## config.mk

```make
export PLATFORM = sky130hd
export DESIGN_NAME = fft8_bitrev_reorder
export DESIGN_NICKNAME = d
export VERILOG_FILES = /design/src/rtl/fft8_bitrev_reorder.sv
export SDC_FILE = /design/constraint.sdc
export NUM_CORES = 1
export LEC_CHECK = 0
export ABC_AREA = 1
export CORE_MARGIN = 1.5
export CORE_UTILIZATION = 34
export DETAILED_ROUTE_END_ITERATION = 10
export PLACE_DENSITY = 0.52
export REMOVE_ABC_BUFFERS = 1
export SETUP_SLACK_MARGIN = 0.2
export SLEW_MARGIN = 30
export SYNTH_ARGS = -nofsm -noshare
export SYNTH_HDL_FRONTEND = slang
export SYNTH_SLANG_ARGS = --single-unit
```

## constraint.sdc

```tcl
create_clock -name clk -period 3.5 [get_ports clk]
set_input_delay 0.7 -clock clk [delete_from_list [all_inputs] [get_ports clk]]
set_output_delay 0.7 -clock clk [all_outputs]
set_load 0.01 [all_outputs]
```

## src/rtl/fft8_bitrev_reorder.sv

```systemverilog
`default_nettype none
// ============================================================================
// Module   : fft8_bitrev_reorder
// Brief    : Ping-pong reorder buffer turning bit-reversed 8-point FFT frames
//            into natural frequency order, valid/ready on both sides.
// Revision : 1.0 - initial release
// ============================================================================
module fft8_bitrev_reorder #(
    parameter int W = 8
) (
    input  logic         clk,
    input  logic         clear,
    input  logic         in_valid,
    output logic         in_ready,
    input  logic [W-1:0] in_r,
    input  logic [W-1:0] in_im,
    output logic         out_valid,
    input  logic         out_ready,
    output logic [W-1:0] out_r,
    output logic [W-1:0] out_im,
    output logic [2:0]   out_idx,
    output logic         out_last
);

    logic [2*W-1:0] r_mem [0:1][0:7];

    logic [1:0]     r_full;
    logic           r_wr_bank;
    logic           r_rd_bank;
    logic [2:0]     r_wr_cnt;
    logic [2:0]     r_rd_cnt;

    logic [1:0]     w_full_nxt;
    logic           w_accept;
    logic           w_load;
    logic           w_wr_done;
    logic           w_rd_done;
    logic [2:0]     w_wr_addr;
    logic [2*W-1:0] w_rd_word;

    assign in_ready  = !r_full[r_wr_bank];
    assign w_accept  = in_valid && in_ready;
    assign w_load    = (!out_valid || out_ready) && r_full[r_rd_bank];
    assign w_wr_done = w_accept && (r_wr_cnt == 3'd7);
    assign w_rd_done = w_load && (r_rd_cnt == 3'd7);
    // Arrival i of a frame is frequency bin bitrev(i), so store it there.
    assign w_wr_addr = {r_wr_cnt[0], r_wr_cnt[1], r_wr_cnt[2]};
    assign w_rd_word = r_mem[r_rd_bank][r_rd_cnt];

    // Set and clear always target different banks, so both can apply.
    always_comb begin
        w_full_nxt = r_full;
        if (w_wr_done) begin
            w_full_nxt[r_wr_bank] = 1'b1;
        end
        if (w_rd_done) begin
            w_full_nxt[r_rd_bank] = 1'b0;
        end
    end

    always_ff @(posedge clk) begin
        if (w_accept) begin
            r_mem[r_wr_bank][w_wr_addr] <= {in_r, in_im};
        end
    end

    always_ff @(posedge clk) begin
        if (clear) begin
            r_full    <= 2'b00;
            r_wr_bank <= 1'b0;
            r_rd_bank <= 1'b0;
            r_wr_cnt  <= 3'd0;
            r_rd_cnt  <= 3'd0;
            out_valid <= 1'b0;
            out_r     <= '0;
            out_im    <= '0;
            out_idx   <= 3'd0;
            out_last  <= 1'b0;
        end else begin
            r_full <= w_full_nxt;

            if (w_accept) begin
                r_wr_cnt <= r_wr_cnt + 3'd1;
                if (w_wr_done) begin
                    r_wr_bank <= ~r_wr_bank;
                end
            end

            if (w_load) begin
                out_r     <= w_rd_word[2*W-1:W];
                out_im    <= w_rd_word[W-1:0];
                out_idx   <= r_rd_cnt;
                out_last  <= (r_rd_cnt == 3'd7);
                out_valid <= 1'b1;
                r_rd_cnt  <= r_rd_cnt + 3'd1;
                if (w_rd_done) begin
                    r_rd_bank <= ~r_rd_bank;
                end
            end else if (out_valid && out_ready) begin
                out_valid <= 1'b0;
            end
        end
    end

endmodule
`default_nettype wire
```

== Word level (Yosys, flattened, before mapping) ==
Memory sizes are Yosys's and may differ from the RTL's. A register that Yosys moved wholly into a read port is not among the register bits.
Cells that the tools add are included.

* Flip-flop bits (word level): 31
* Latch bits: 0
* Bits in writable memories: 256
* Memory bits (read-only): 0
* Bits of input ports: 20
* Output and inout port bits: 22
* Logic and storage cells: 64
* Memories kept: 1

* $add $sub $neg: 2
* Multiply operators: 0
* Div/mod/pow operators: 0
* Order comparisons: 7
* Equality and inequality tests: 2
* Shift operators: 0
* Mux-type cells: 21
* Bitwise operators: 7
* Reduce and logical (&&, ||, !) cells: 14

{| class="wikitable"
|+ Memory list
! name !! words !! bits a word !! rd ports !! clocked after memory_dff !! wr ports !! line !! text
|-
| r_mem || 2 || 128 || 1 || 1 || 1 || 25 || <nowiki>logic [2*W-1:0] r_mem [0:1][0:7];</nowiki>
|}

{| class="wikitable"
|+ Operator list
! operator !! count
|-
| $mux 128 || 1
|-
| $bmux 16 s3 || 1
|-
| $demux 16 s3 || 1
|-
| $mux 16 || 3
|-
| $mux 1 || 11
|-
| $ge 4x4->1 const B || 2
|-
| $logic_and 1x1->1 || 8
|-
| $not 3->4 || 2
|-
| $add 3x1->3 const B || 2
|-
| $eq 3x3->1 const B || 2
|-
| $lt 1x2->1 const B || 2
|-
| $lt 4x1->1 const B || 1
|-
| $mux 2 || 2
|-
| $reduce_and 2->1 || 2
|-
| $and 2x2->2 || 1
|-
| $demux 1 s1 || 2
|-
| $ge 1x1->1 const B || 2
|-
| $logic_not 1->1 || 2
|-
| $not 1->1 || 2
|-
| $not 2->2 || 1
|-
| $or 2x2->2 || 1
|-
| $reduce_bool 2->1 || 1
|-
| $logic_or 1x1->1 || 1
|}

== Logic depth before layout (Yosys ltp) ==
* Word-level depth: 8
* Depth in mapped cells: 11
* Mapped depth without buffers: 9

== Least setup slack after synthesis ==
No wires, ideal clock.

* Kind: register to register
* Start: reg r_wr_bank
* End: mem r_mem[0][16] (netlist bit), enable pin
* Setup time: 0.409 ns
* Arrival time: 1.954 ns
* Data required time: 3.091 ns
* Setup slack: 1.137 ns
* Stages on the path, launching flop included: 6
* Path buffers: 1
* Period minus slack after synthesis: 2.363 ns
* Cell sequence: dfxtp_1 buf_4 inv_2 a21oi_4 nand2_2 nor3_1

* Longest elaborated chain between the ends: 6

{| class="wikitable"
|+ RTL lines
! what !! line !! text
|-
| start, declared || 28 || <nowiki>logic r_wr_bank;</nowiki>
|-
| start signal, assigned || 85 || <nowiki>r_wr_bank <= ~r_wr_bank;</nowiki>
|-
| $mux 1 (implied by the code) (2 in a row) || 41 || <nowiki>assign in_ready = !r_full[r_wr_bank];</nowiki>
|-
| $logic_not 1->1 || 41 ||
|-
| net in_ready || 14 || <nowiki>output logic in_ready,</nowiki>
|-
| $logic_and 1x1->1 || 42 || <nowiki>assign w_accept = in_valid && in_ready;</nowiki>
|-
| $mux 1 || 62 || <nowiki>if (w_accept) begin</nowiki>
|-
| $mux 128 (implied by the code) || 63 || <nowiki>r_mem[r_wr_bank][w_wr_addr] <= {in_r, in_im};</nowiki>
|-
| end, declared || 25 ||
|}

The timed path passes the listed nets, and every way through them passes these cells. The select of a mux whose other input is x is not followed.

== Final worst setup path ==
* Start: reg r_wr_bank
* End: out in_ready

* Longest elaborated chain between the ends: 3

{| class="wikitable"
|+ RTL lines
! what !! line
|-
| $mux 1 (implied by the code) (2 in a row) || 41
|-
| $logic_not 1->1 || 41
|-
| end, declared || 14
|}

No other way between the ends. The select of a mux whose other input is x is not followed.

==> qor.yml <==
outcome:
  failed_checks: "design-rule violations"
  outcome: "complete, but fails checks"
detailed_routing:
  vias: 8126
  drt_iter0_markers: 584
  vias_per_cell: 4.583
  wl_um: 31030
  first_pass_iters: 8
  antenna_left: 0
  wl_per_cell_um: 17.50
  drc: 2
clocking:
  cts_hold_buf: 0
  cts_sinks: 288
  cts_tree: "yes"
  h-tree-depth: 2
  cts_buffer_depth: 3
  cts_buffers: 34
  cts-root-buf: "clkbuf_16"
  postCtsSetupBuffers: 0
  clock_latency_ns: 0.50
  clk_pin_slew_worst_paths_ns: 0.06
  cts_resized: 0
synthesis:
  synth.distinct_cells: 23
  syn_area_per_cell_um2: 9.979
  synth_edf_count: 256
  syn-cell-area_um2: 12350
  synthTopCellsByArea: "edfxtp_1 62%, nand2_1 11%, nand3_1 6.8%"
  yosysTopAreaCellShare_pct: 62.22
  yosys.area.top_type: "edfxtp_1"
  seq_area_frac_synth_pct: 67.41
  synth_seq_cells: 288
  syn_inst: 1238
  synth_flop_cell: "edfxtp_1"
  async_reset_ff_share_pct: 0
  yosysWarningCount: 0
worst_hold_path:
  hold-path-endpoint: "r_full[1]"
  hp-start: "r_full[1]"
  hold_path.class: "flop to flop"
  min_path_cells: 2
setup_path:
  critPathLaunchType: "flop"
  slowest_stage: "clkdlybuf4s50_1"
  worstPathRequired_ns: 2.80
  crit_chain: "buf_4 > nand2_1 > inv_1 > a21oi_4 > clkdlybuf4s50_1"
  critPathKind: "flop to output port"
  r2r_end: "r_mem[0][37]"
  reg2reg_depth: 9
  crit_family: "buffers and inverters"
  regToRegSetupSlack_ns: 1.25
  cp-startpoint: "r_wr_bank"
  critPathBufInv: 3
  end_kind: "output port"
  cp_max_fo: 9
  worstPathArrival_ns: 1.79
  slowest_delay_ns: 0.55
  rr_startpoint: "r_wr_bank"
timing:
  worst_pin_slew_ns: 0.8516
  period_share_pct: 71.11
  finClkSkew_ns: 0.008706
  finalMaxSlewViolations: 0
  fin_hold_ws_ns: 0.4677
  fin_crit_ns: 2.489
  rsz0062_at_grt: "no"
  fmax_ghz: 0.4018
  setup_viol: 0
  finalHoldViolations: 0
  tns_ns: 0
  slew_headroom_pct: 43.05
global_route:
  grt_use_met1_pct: 22.04
  grt_max_degree: 77
  grt_pass1_wl_um: 48180
  antenna_found_initial: 0
  grt_util_met2_pct: 28.76
  busiest_layer: "met2"
  use_met3_pct: 2.383
  grt_pass1_vias: 8147
  overflow: 0
  grt_usage_pct: 16.97
pwr:
  powerDensity_nw_per_um2: 519.5
  leakage_nw: 5.978
  vdd_drop_max_mv: 0.2362
cells_and_area:
  nFillCells: 3480
  final_cells: 1773
  drive_gt1_share_pct: 7.774
  syn_to_final_growth_pct: 16.67
  diodes: 0
  nets: 1315
place:
  gp_congestion: 0.7904
  dp_hpwl_um: 18650
  dpl.cell_count: 1712
  port_buffers: 41
die:
  die_area_um2: 37490
  die_h_um: 193.6
  row_count: 69
  core_um2: 35660
  die_w_um: 193.6
  initial_core_util_pct: 34.65
  pin_count: 42
run:
  drv_cap: 0
[worst min-delay path, stage by stage (launching register included)]
cell	delay (ns)
dfxtp_1	0.32
inv_1	0.05
a21oi_1	0.05
[worst max path at each step]
| stage | endpoint | cells past startpoint |
|---|---|---|
| floorplan | out_r[6] | 8 |
| global placement | r_mem[0][52] | 5 |
| detailed placement | r_mem[0][50] | 5 |
| CTS | in_ready | 5 |
| global route | in_ready | 5 |
| finish | in_ready | 5 |
[layout make-up]
type	instances	area, um2	area share [%]
repair buffers	69	633.1	4.392
clock inverters	8	58.81	0.4080
multi-input cells	667	2917	20.23
well taps	461	576.8	4.002
flip-flops and latches	288	8334	57.82
clock buffers	53	1036	7.187
inverters	227	858.3	5.955
[cell families (layout without fill, tap and decap cells)]
group / after synthesis / count (layout) / synth area share [%]
buffers and inverters: 283 / 357 / 9.307
flip-flops: 288 / 288 / 67.41
adder cells (fa/ha/maj): 8 / 8 / 0.8102
AO/OA/AOI/OAI: 39 / 39 / 1.702
AND/OR/NAND/NOR: 620 / 620 / 20.77
[routing by layer]
metal	vias up	share of wire [%]
met3	63	3.7
met4	0	3.5
met2	164	48
met5	-	0
li1	4049	-
met1	3850	44
[cells in the mapped netlist, types with 4 or more instances]
cell	number
clkbuf_1	17
o21ai_0	8
buf_6	4
ha_1	8
nand3_1	169
buf_4	5
a21oi_1	29
inv_1	220
dfxtp_1	32
inv_2	5
edfxtp_1	256
nand2_1	350
buf_2	27
nor2_1	95
[where the power goes]
part           switching [mW]  total [mW]  internal [mW]
sequential             0.0136        3.81           3.79
clock                    1.34        3.44           2.10
combinational           0.170       0.238         0.0683
total                    1.53        7.49           5.96
[cell usage in the layout, fill, tap and decap left out, types with 5 or more instances in the layout]
cell type,synthesis,final
a21oi_1,29,29
buf_4,5,27
clkbuf_1,17,11
clkbuf_16,0,37
clkbuf_8,0,5
clkdlybuf4s50_1,0,41
clkinv_1,1,6
dfxtp_1,32,29
edfxtp_1,256,256
ha_1,8,8
inv_1,220,220
nand2_1,350,350
nand3_1,169,169
nor2_1,95,83
nor2_2,0,12
o21ai_0,8,8
[stage by stage]
step | power (mW) | area [um2] | setup WS, ns | util, %
6_report | 7.489 | 14410 | 1.011 | 40.43
2_1_floorplan | 3.974 | 12060 | -1.288 | -
3_5_place_dp | 4.121 | 13320 | 0.7983 | 37.35
3_3_place_gp | 4.118 | 13320 | 0.7830 | 37.35
5_1_grt | 7.722 | 14410 | 0.9221 | 40.43
4_1_cts | 7.563 | 14410 | 0.9774 | 40.43
[sequential cells by signal, summed over array words and instances (netlist names), named ones only]
signal	count
out_last	1
r_full	2
r_wr_bank	1
r_mem	256
out_r	8
out_im	8
r_rd_cnt	3
r_rd_bank	1
r_wr_cnt	3
out_valid	1
out_idx	3
(Power assumes the default switching activity.)
